--- src/rtl/fifo_arb_pkg.sv ---
// Shared types and default constants for the FIFO write arbiter.
// Build option: FIFO_ARB_STALL_CNT_EN adds the stall_cnt output to the top.
package fifo_arb_pkg;

  localparam int unsigned DefWidth    = 32;
  localparam int unsigned DefNReq     = 4;
  localparam int unsigned DefMaxBurst = 8;
  localparam int unsigned StallCntW   = 16;

  typedef enum logic {
    IDLE  = 1'b0,
    BURST = 1'b1
  } state_e;

  function automatic logic [StallCntW-1:0] sat_inc(input logic [StallCntW-1:0] v);
    return (v == {StallCntW{1'b1}}) ? v : v + 1'b1;
  endfunction

endpackage

--- src/rtl/rr_pick.sv ---
// Round-robin owner search: first pending requester after last_owner_i, wrapping at N_REQ-1.
module rr_pick
  import fifo_arb_pkg::*;
#(
  parameter int unsigned N_REQ = DefNReq
) (
  input  logic [N_REQ-1:0]         req_i,
  input  logic [$clog2(N_REQ)-1:0] last_owner_i,
  output logic                     valid_o,
  output logic [$clog2(N_REQ)-1:0] owner_o
);

  localparam int unsigned IdxW = $clog2(N_REQ);

  int unsigned idx;
  logic        hit;

  always_comb begin
    valid_o = 1'b0;
    owner_o = '0;
    idx     = 0;
    hit     = 1'b0;
    // Offsets 1..N_REQ visit every requester once, ending on last_owner itself.
    for (int unsigned k = 1; k <= N_REQ; k++) begin
      idx = (int'(last_owner_i) + k) % N_REQ;
      hit = 1'b0;
      for (int unsigned j = 0; j < N_REQ; j++) begin
        if (j == idx) begin
          hit = req_i[j];
        end
      end
      if (!valid_o && hit) begin
        valid_o = 1'b1;
        owner_o = IdxW'(idx);
      end
    end
  end

endmodule

--- src/rtl/fifo_write_arbiter.sv ---
// Round-robin burst arbiter feeding N_REQ requesters into one FIFO write port.
// Build option: FIFO_ARB_STALL_CNT_EN adds a saturating stall_cnt output.
module fifo_write_arbiter
  import fifo_arb_pkg::*;
#(
  parameter int unsigned WIDTH     = DefWidth,
  parameter int unsigned N_REQ     = DefNReq,
  parameter int unsigned MAX_BURST = DefMaxBurst
) (
  input  logic                     CLK,
  input  logic                     RST,
  input  logic [N_REQ-1:0]         req,
  input  logic [N_REQ-1:0]         req_last,
  input  logic [N_REQ*WIDTH-1:0]   req_data,
  output logic [N_REQ-1:0]         ack,
  output logic [N_REQ-1:0]         grant,
  output logic                     busy,
  input  logic                     Full,
  output logic                     EN_w,
  output logic [WIDTH-1:0]         data_w
`ifdef FIFO_ARB_STALL_CNT_EN
  ,
  output logic [StallCntW-1:0]     stall_cnt
`endif
);

  localparam int unsigned IdxW = $clog2(N_REQ);
  localparam int unsigned CntW = $clog2(MAX_BURST + 1);
  localparam logic [IdxW-1:0] LastIdx  = IdxW'(N_REQ - 1);
  localparam logic [CntW-1:0] CntFinal = CntW'(MAX_BURST - 1);

  state_e            state_q, state_d;
  logic [IdxW-1:0]   owner_q, owner_d;
  logic [IdxW-1:0]   last_owner_q, last_owner_d;
  logic [CntW-1:0]   word_cnt_q, word_cnt_d;
  logic [N_REQ-1:0]  grant_q, grant_d;

  logic              pick_valid;
  logic [IdxW-1:0]   pick_owner;
  logic              owner_req;
  logic              owner_last;
  logic [WIDTH-1:0]  owner_data;
  logic              in_burst;
  logic              accept;

  function automatic logic [N_REQ-1:0] onehot(input logic [IdxW-1:0] i);
    return N_REQ'(1) << i;
  endfunction

  rr_pick #(
    .N_REQ (N_REQ)
  ) u_rr_pick (
    .req_i        (req),
    .last_owner_i (last_owner_q),
    .valid_o      (pick_valid),
    .owner_o      (pick_owner)
  );

  always_comb begin
    owner_req  = 1'b0;
    owner_last = 1'b0;
    owner_data = '0;
    for (int unsigned i = 0; i < N_REQ; i++) begin
      if (owner_q == IdxW'(i)) begin
        owner_req  = req[i];
        owner_last = req_last[i];
        owner_data = req_data[i*WIDTH +: WIDTH];
      end
    end
  end

  // Reset forces every output low in the same cycle, even mid-burst.
  assign in_burst = (state_q == BURST) && !RST;
  assign accept   = in_burst && owner_req && !Full;

  always_comb begin
    EN_w   = accept;
    ack    = accept ? onehot(owner_q) : '0;
    grant  = RST ? '0 : grant_q;
    busy   = in_burst;
    data_w = in_burst ? owner_data : '0;
  end

  always_comb begin
    state_d      = state_q;
    owner_d      = owner_q;
    last_owner_d = last_owner_q;
    word_cnt_d   = word_cnt_q;
    grant_d      = grant_q;
    case (state_q)
      IDLE: begin
        if (pick_valid) begin
          state_d    = BURST;
          owner_d    = pick_owner;
          word_cnt_d = '0;
          grant_d    = onehot(pick_owner);
        end
      end
      BURST: begin
        if (!owner_req) begin
          state_d      = IDLE;
          last_owner_d = owner_q;
          grant_d      = '0;
        end else if (!Full) begin
          word_cnt_d = word_cnt_q + 1'b1;
          if (owner_last || (word_cnt_q == CntFinal)) begin
            state_d      = IDLE;
            last_owner_d = owner_q;
            grant_d      = '0;
          end
        end
      end
      default: begin
        state_d = IDLE;
        grant_d = '0;
      end
    endcase
  end

  always_ff @(posedge CLK) begin
    if (RST) begin
      state_q      <= IDLE;
      owner_q      <= '0;
      last_owner_q <= LastIdx;
      word_cnt_q   <= '0;
      grant_q      <= '0;
    end else begin
      state_q      <= state_d;
      owner_q      <= owner_d;
      last_owner_q <= last_owner_d;
      word_cnt_q   <= word_cnt_d;
      grant_q      <= grant_d;
    end
  end

`ifdef FIFO_ARB_STALL_CNT_EN
  logic [StallCntW-1:0] stall_cnt_q, stall_cnt_d;

  always_comb begin
    stall_cnt_d = stall_cnt_q;
    if ((state_q == BURST) && owner_req && Full) begin
      stall_cnt_d = sat_inc(stall_cnt_q);
    end
  end

  always_ff @(posedge CLK) begin
    if (RST) begin
      stall_cnt_q <= '0;
    end else begin
      stall_cnt_q <= stall_cnt_d;
    end
  end

  assign stall_cnt = stall_cnt_q;
`endif

endmodule

--- config.mk ---
export PLATFORM = sky130hd
export DESIGN_NAME = fifo_write_arbiter
export DESIGN_NICKNAME = d
export VERILOG_FILES = /design/src/rtl/fifo_arb_pkg.sv /design/src/rtl/rr_pick.sv /design/src/rtl/fifo_write_arbiter.sv
export SDC_FILE = /design/constraint.sdc
export NUM_CORES = 1
export LEC_CHECK = 0
export ABC_AREA = 1
export BUFFER_PORTS_ARGS = -buffer_cell sky130_fd_sc_hd__clkbuf_2
export CAP_MARGIN = 20
export CORE_ASPECT_RATIO = 0.7
export CORE_MARGIN = 2
export CORE_UTILIZATION = 42
export DETAILED_ROUTE_END_ITERATION = 16
export PLACE_DENSITY = 0.84
export SYNTH_ARGS = -nofsm -noshare
export SYNTH_HDL_FRONTEND = slang
export SYNTH_SLANG_ARGS = --single-unit
--- constraint.sdc ---
create_clock -name CLK -period 3.9 [get_ports CLK]
set_clock_uncertainty 0.1 [all_clocks]
set_input_delay 0.975 -clock CLK [delete_from_list [all_inputs] [get_ports CLK]]
set_output_delay 0.975 -clock CLK [all_outputs]
set_load 0.005 [all_outputs]
# Yosys cells after proc, flatten, opt, wreduce, memory -nomap -nowiden
# Cells that the tools add are included.
# op_classes
add_sub_neg,5
n_eq_ne,23
shift,2
n_mux,56
bitwise_logic,1
n_reduce_logical,21
# ops
op,count
32-bit two-way mux,5
32-bit logical NOT,4
4-bit two-way mux,9
1-bit two-way mux,32
"2-bit == test, first input constant",8
4-bit one-hot mux with 2 select lines,2
2-bit two-way mux,7
3-bit AND reduction,3
"1-bit by 2-bit == test with 1-bit output, first input constant",4
"1-bit by 2-bit << shifter with 4-bit output, first input constant",2
1-bit logical AND,6
"2-bit inequality test, second input constant",3
1-bit logical NOT,5
"2-bit by 1-bit adder with 2-bit output, second input constant",2
"2-bit adder, second input constant",2
"4-bit by 1-bit adder with 4-bit output, second input constant",1
"2-bit == test, second input constant",2
"4-bit by 3-bit == test with 1-bit output, second input constant",1
"2-bit by 1-bit inequality test with 1-bit output, second input constant",2
"3-bit by 2-bit inequality test with 1-bit output, second input constant",1
"3-bit inequality test, second input constant",1
"2-bit by 1-bit == test with 1-bit output, second input constant",1
2-bit logical NOT,1
1-bit one-hot mux with 2 select lines,1
other kinds (3),3
# totals
reg_bits,13
in_bits,139
out_inout_bits,42
wordCells,113

# Depth between registers and ports, before layout
# Gate-level depths: netlist of the first run.
# depth
depth_word,19
depth_mapped,14
ltp_nobuf,14

# Hierarchy
# Synthesis of the first run repeated with hierarchy kept, for this count alone.
# unflattened
hier_cells,371
area_unflattened_um2,2100.8
# by_module_without_submodules
module,instances,cells_each,area_per_inst_um2
fifo_write_arbiter,1,306,1757.9
rr_pick,1,65,342.8

# Worst setup path before layout of the first run
# Ideal clock, no wire load.
# synth_timing
path_type,in2out
startpoint,in RST
endpoint,out data_w[29]
arrival_ns,1.740
required_time_ns,2.825
slack_ns,1.085
path_stages,4
path_buffers,1
path_cell_list,nor2_1 -> clkbuf_1 -> o21ai_0 -> a21oi_1
# synth_between
elab_chain_len,3
# synth_rtl
element,line_no,source
from (decl),fifo_write_arbiter.sv:11,"input logic RST,"
1-bit logical NOT,fifo_write_arbiter.sv:73,assign in_burst = (state_q == BURST) && !RST;
1-bit logical AND,fifo_write_arbiter.sv:73,
32-bit two-way mux,fifo_write_arbiter.sv:81,data_w = in_burst ? owner_data : '0;
to (decl),fifo_write_arbiter.sv:20,output logic [WIDTH-1:0] data_w
# Every way passes these cells.

# Worst setup path after layout of the first run
# layout_timing
startpoint,reg owner_q[1]
endpoint,out data_w[26]
# layout_between
elab_chain_len,6
# layout_rtl
element,line_no,source
from (decl),fifo_write_arbiter.sv:33,"logic [IdxW-1:0] owner_q, owner_d;"
from (signal assigned),fifo_write_arbiter.sv:129,owner_q <= owner_d;
2-bit logical NOT,fifo_write_arbiter.sv:64,if (owner_q == IdxW'(i)) begin
32-bit two-way mux (3 in a row),fifo_write_arbiter.sv:64,
32-bit two-way mux *,fifo_write_arbiter.sv:64,
32-bit two-way mux *,fifo_write_arbiter.sv:81,
# Every way passes the cells marked *; elsewhere a longest branch is shown, timed or not.

==> results of run 1 <==
[kinds of logic (layout without fill, tap and decap cells)]
logic type	count (synthesis)	after routing	synth area share, %
compound gates	101	101	31.0
xor+xnor	2	2	0.861
fa+ha+maj	8	8	4.92
buf+inv	63	234	12.1
flops	13	13	12.8
simple gates	176	176	38.3
[metal layers]
layer / vias to the layer above / routed length (um) / part of all wire, % / global-route usage [%]
met4: 0 / 110 / 1.4 / 5.19
met3: 12 / 628 / 8.3 / 5.19
met1: 1308 / 3180 / 42 / 31.8
met5: - / 0 / 0 / 0
met2: 135 / 3680 / 48 / 48.1
li1: 1563 / - / - / -
[worst reg2reg max path: stages (launching register included)]
cell and delay [ns]:
dfxtp_1 0.90, nand2_1 0.29, inv_1 0.37, nand2_1 0.10, nand2_1 0.07, o21bai_1 0.10, a31oi_4 0.24, nor2_4 0.08
nand2_1 0.07, nand2_1 0.05
[power by group through the flow]
stage | logic [mW] | clock network (mW) | registers, mW
after floorplan | 0.815 | 0 | 0.200
after global placement | 1.09 | 0 | 0.218
after detailed placement | 1.12 | 0 | 0.220
after CTS | 1.13 | 0.120 | 0.218
after global routing | 1.28 | 0.126 | 0.227
final | 1.13 | 0.119 | 0.218
[metrics by stage]
step	area, sq um	util, %	std cells	setup slack, ns	hold WS [ns]
finish	3010	63.7	591	0.408	0.379
global route	3010	63.7	591	0.181	0.425
CTS	3010	63.7	591	0.419	0.385
detailed placement	2970	62.8	587	0.678	0.364
global placement	2970	62.8	587	0.711	0.346
floorplan	2030	-	363	1.08	0.329
[layout make-up]
cell class | count | area (sq um)
fill | 477 | 1720
multi-input combinational | 287 | 1530
timing repair buffer | 185 | 938
sequential | 13 | 260
inverter | 45 | 169
tap | 57 | 71.3
clock buffer | 4 | 45.0
[cell usage in the layout (no fill, tap or decap), drive strengths merged]
cell type | synthesis | routed
a21oi | 23 | 23
a31oi | 1 | 1
buf | 4 | 5
clkbuf | 14 | 184
clkinv | 1 | 1
dfxtp | 13 | 13
ha | 8 | 8
inv | 44 | 44
nand2 | 85 | 85
nand3 | 33 | 33
nand3b | 1 | 1
nand4 | 1 | 1
nor2 | 51 | 51
o211ai | 18 | 18
o21a | 1 | 1
o21ai | 42 | 42
o21bai | 1 | 1
o221ai | 9 | 9
o22ai | 6 | 6
or2 | 5 | 5
xnor2 | 1 | 1
xor2 | 1 | 1
[worst min path at each step]
stage               to  slack, ns  cells past startpoint
4_1_cts        state_q       0.38                      2
6_report       state_q       0.38                      2
3_5_place_dp   state_q       0.36                      2
3_3_place_gp   state_q       0.35                      2
5_1_grt        state_q       0.43                      2
2_1_floorplan  state_q       0.33                      2
[sequential cells by signal, indices dropped and copies added, names as in the netlist]
signal	count
grant_q	4
last_owner_q	2
owner_q	2
word_cnt_q	4
state_q	1
[cells in the mapped netlist, drive strengths merged]
library cell / instances / area share [%]
inv: 44 / 8.1
a21oi: 23 / 5.8
o221ai: 9 / 3.9
o21ai: 42 / 10
xnor2: 1 / 0.43
xor2: 1 / 0.43
or2: 5 / 1.7
ha: 8 / 4.9
nand4: 1 / 0.31
nand3: 33 / 8.7
nand3b: 1 / 0.37
dfxtp: 13 / 13
nand2: 85 / 16
o22ai: 6 / 1.8
clkbuf: 14 / 2.6
buf: 4 / 1.2
clkinv: 1 / 0.18
o211ai: 18 / 7.3
a31oi: 1 / 1.0
o21a: 1 / 0.37
o21bai: 1 / 0.37
nor2: 51 / 11
==> results by group, run 1 <==
CTS
  • Clk slew on worst S/H paths: 0.06 ns
  • H-tree Lvls: 1
  • Hold_buf cts: 0
  • Gates resized, CTS repair: 0
  • CTS Buffer Depth: 2
  • CTS buffer count: 3
  • CTS tree: done
  • Postcts setup bufs: 0
  • Worst-Skew Late Latency: approximately 0.24 ns
  • Clock sink count: 13
  • CTS root buffer: clkbuf_8

Setup path
  • Crit path largest cell delay: roughly 0.9 ns
  • CP Capture Type: output port
  • CP delay by family, top: simple AND/OR/NAND/NOR gates
  • Worst setup path endpoint: data_w[26]
  • R2R Path End: grant_q[3]
  • Critical path depth: 5
  • Critical path, cell by cell: nand2_1 > or2_0 > o221ai_1 > a21oi_1 > clkbuf_2
  • CP required: 2.82 ns
  • Worst R2R Start: owner_q[1]
  • Worst Setup SP: owner_q[1]
  • Worst-path fanout max: 25
  • Reg2reg setup slack: roughly 1.4 ns
  • Worst reg-to-reg path cell count: 9
  • Critical path data arrival time: 2.42 ns
  • Worst path bufs/invs: 1
  • CP max-delay cell: dfxtp_1
  • Crit Path Category: register to output port
  • Startpoint type of the worst setup path: register

Global routing
  • Pin count of the biggest net entering global routing: 36
  • Vias in the first global route: approximately 2800
  • Global-route wire length before repair: 11900 um
  • Total gr overflow: 0
  • Global Route Usage Sum: 26.4%
  • Initial antenna violation count: 0

Power
  • Worst VDD drop: approximately 280 uV
  • PnR Total Power: between 1 and 1.5 mW
  • Psw: 804 uW
  • P_int: 660 uW
  • Logic pwr share: 77.0%
  • Leakage: roughly 1.8 nW
  • Reg power frac: 14.9%
  • Sw frac: between 50% and 60%
  • Pwr Density: 486 nW/um^2
  • Clk pwr share: 8.1%

Synth
  • Syn avg cell area: 5.60 sq um
  • Syn_nets: between 500 and 600
  • Sequential element share of the synthesized area: 12.8%
  • Distinct cells, synth: 35
  • Yosys warns: 0
  • Mapped Area: 2030 sq um
  • Synth Instances: 363
  • #FFs+latches synth: 13

Timing
  • # setup viols final: 0
  • Fin. Hold Viols: 0
  • Relative slew slack: 40.9%
  • Fmax: 286 MHz
  • Crit path time final: about 3.5 ns
  • Fin. max-slew vios: 0
  • Least-Margin Pin Slew: ~0.9 ns
  • Setup TNS: 0 ns
  • Fin crit share: 89.5%
  • RSZ-0062 raised after global routing: false

Drt
  • Drt initial violations: 169
  • Drt via density: 5.11
  • Total Wirelength: 7610 um
  • Routed WL per cell: ~13 um
  • Antenna viol nets, final: 0
  • Total vias in the final route: 3018
  • Detailed Routing Iterations Pass 1: 4
  • DRC: 0

Finish
  • Antenna cells: 0
  • Layout Nets: slightly below 700
  • Area delta synth->final: 48.2%
  • Share of cells above drive strength 1: roughly two fifths

Place
  • PortBufs: 180
  • Hpwl dp: 6040 um
  • Final Wtd Congestion: 0.955

Outcome
  • Status: complete, no violations

Die
  • Core footprint: 4730 sq um
  • Die span in x: 87.2 um
  • Row cnt: 21
  • Top Ports: between 150 and 200
  • Die H: 62.2 um
  • Die area: around 5400 sq um
  • Initial Util: between 40 and 50%

Worst hold path
  • Hold_sp: state_q
  • Worst Hold Class: register to register

Flow run
  • Max-cap violations: 0
Power figures use the tool's default switching activity.
==> inputs of run 2 (changes only) <==
- CORE_UTILIZATION: 42 -> 39
- PLACE_DENSITY: 0.84 -> 0.79
- clock period: 3.9 -> 3.63 ns (I/O delays scaled with it)
==> run 2 against run 1 <==
  * Die area grew 7.3%
  * Register-to-register slack worse by 0.09 ns
  * Via count is 3.0% higher
  * Clock-buffer cell count decreased by 1
  * Utilization is 2.0 points lower
  * Design area increased by 0.71%
  * Clock power grew 10%
  * Setup slack better by 0.15 ns
  * Largest cell class unchanged
  * Sequential share of layout area shrank 0.061 points
  * Critical path depth increased by 2
  * Non-clock buffer count rose by 1
  * Sequential cell count unchanged
==> results by group, run 2 (same netlist as run 1, synthesis figures left out) <==
Power
  • Worst VDD drop: about 330 uV
  • Leakage: 1.79 nW
  • P_int: between 700 and 800 uW
  • PnR Total Power: approximately 1.6 mW
  • Reg power frac: ~14%
  • Sw frac: a little over half
  • Pwr Density: 518 nW/um^2
  • Psw: 861 uW
  • Logic pwr share: 77.5%
  • Clk pwr share: 8.3%

Setup path
  • Critical path, cell by cell: nor2_2 > inv_1 > o22ai_1 > o21ai_0 > o21ai_0 > nor2_1 > clkbuf_2
  • Worst Setup SP: owner_q[1]
  • CP required: 2.62 ns
  • Worst reg-to-reg path cell count: 9
  • CP max-delay cell: dfxtp_1
  • Worst path bufs/invs: 2
  • Startpoint type of the worst setup path: register
  • Worst R2R Start: owner_q[1]
  • R2R Path End: grant_q[1]
  • Worst setup path endpoint: data_w[24]
  • Critical path data arrival time: 2.07 ns
  • CP delay by family, top: flip-flops
  • Worst-path fanout max: 16
  • Reg2reg setup slack: roughly 1.3 ns
  • Most frequent CP cell: o21ai_0
  • Critical path depth: 7
  • Crit path largest cell delay: 0.64 ns
  • Crit Path Category: register to output port
  • CP Capture Type: output port

Die
  • Core footprint: between 4000 and 5000 sq um
  • Die H: around 64 um
  • Initial Util: 41.4%
  • Die span in x: 90.3 um
  • Row cnt: 21
  • Die area: just under 6000 sq um
  • Top Ports: 181

Finish
  • Layout Nets: around 680
  • Most common cell after layout, fill and taps aside: clkbuf_2
  • Top flop regs: grant_q: 4 flops, word_cnt_q: 4 flops
  • Final core occ: 61.8%
  • Seq. cell area: 260 sq um
  • Share of cells above drive strength 1: 38.9%
  • Footprint of the multi-input gates: 1530 sq um
  • Fillers: 475
  • Antenna cells: 0
  • Area delta synth->final: 49.2%
  • Commonest cells after routing, fill and taps aside: clkbuf_2, nand2_1, nor2_1

CTS
  • CTS buffer count: 3
  • Hold_buf cts: 0
  • CTS tree: done
  • CTS root buffer: clkbuf_8
  • Clock sink count: 13
  • Gates resized, CTS repair: 0
  • Postcts setup bufs: 0
  • Worst-Skew Late Latency: approximately 0.25 ns
  • Clk slew on worst S/H paths: 0.06 ns
  • H-tree Lvls: 1
  • CTS Buffer Depth: 2

Drt
  • DRC: 0
  • Drt via density: a little over 5
  • Total Wirelength: 7790 um
  • Antenna viol nets, final: 0
  • Drt initial violations: 168
  • Routed WL per cell: between 10 and 15 um
  • Detailed Routing Iterations Pass 1: 5
  • Total vias in the final route: 3108

Global routing
  • Global-route wire length before repair: 12700 um
  • Global Route Usage Sum: 26.3%
  • Initial antenna violation count: 0
  • Total gr overflow: 0
  • Vias in the first global route: 2726
  • Pin count of the biggest net entering global routing: 33

Place
  • Final Wtd Congestion: around 0.92
  • Hpwl dp: ~6500 um
  • PortBufs: 180

Timing
  • Least-Margin Pin Slew: 0.522 ns
  • Hold slack: 0.379 ns
  • Setup TNS: 0 ns
  • Relative slew slack: between 60% and 70%
  • Fin. max-slew vios: 0
  • Fin crit share: approximately 85%
  • RSZ-0062 raised after global routing: false
  • Fin. Hold Viols: 0
  • Crit path time final: 3.07 ns
  • # setup viols final: 0
  • Fmax: 325 MHz

Flow run
  • Max-cap violations: 0

Worst hold path
  • Worst Hold Class: register to register

Outcome
  • Status: complete, no violations
-- run 2: cell count changes in the layout (fill, tap and decap cells not counted), sizes merged --
cell	delta
buf	+1
clkbuf	-1
clkinv	+1
-- run 2: final cells by class --
class	count	share of cell area, %
timing repair buffer	186	31.2
multi-input combinational	287	50.3
clock inverter	1	0.165
inverter	45	5.56
sequential	13	8.57
clock buffer	3	1.36
tap	69	2.84
-- run 2: tightest hold or removal path, stage by stage, from the launching register on --
cell     delay (ns)
dfxtp_1        0.33
o21ai_1        0.07
inv_1          0.05
-- run 2: power by group through the flow --
stage          logic [mW]  registers, mW  clock network [mW]
2_1_floorplan       0.876          0.215                   0
3_3_place_gp         1.20          0.224                   0
3_5_place_dp         1.21          0.225                   0
4_1_cts              1.21          0.222               0.134
5_1_grt              1.39          0.228               0.140
6_report             1.22          0.222               0.131
-- run 2: per-stage QoR --
step	std cells	area [sq um]	setup WS [ns]
detailed placement	600	2990	0.592
global route	604	3040	0.328
CTS	604	3040	0.567
floorplan	363	2030	0.950
finish	604	3040	0.557
global placement	600	2990	0.624
-- run 2: layer usage --
| layer | vias to the layer above | wire, um | global-route usage, % |
|---|---|---|---|
| met5 | - | 0 | 0 |
| met4 | 0 | 199 | 7.50 |
| met3 | 22 | 678 | 4.07 |
| met2 | 153 | 3590 | 44.3 |
| met1 | 1370 | 3320 | 35.1 |
| li1 | 1563 | - | - |
-- run 2: worst min path at each step --
stage | startpoint | end | slack, ns | cells after the start
finish | state_q | state_q | 0.38 | 2
global route | word_cnt_q[0] | word_cnt_q[0] | 0.42 | 1
CTS | state_q | state_q | 0.38 | 2
detailed placement | state_q | state_q | 0.36 | 2
global placement | state_q | state_q | 0.34 | 2
floorplan | state_q | state_q | 0.33 | 2
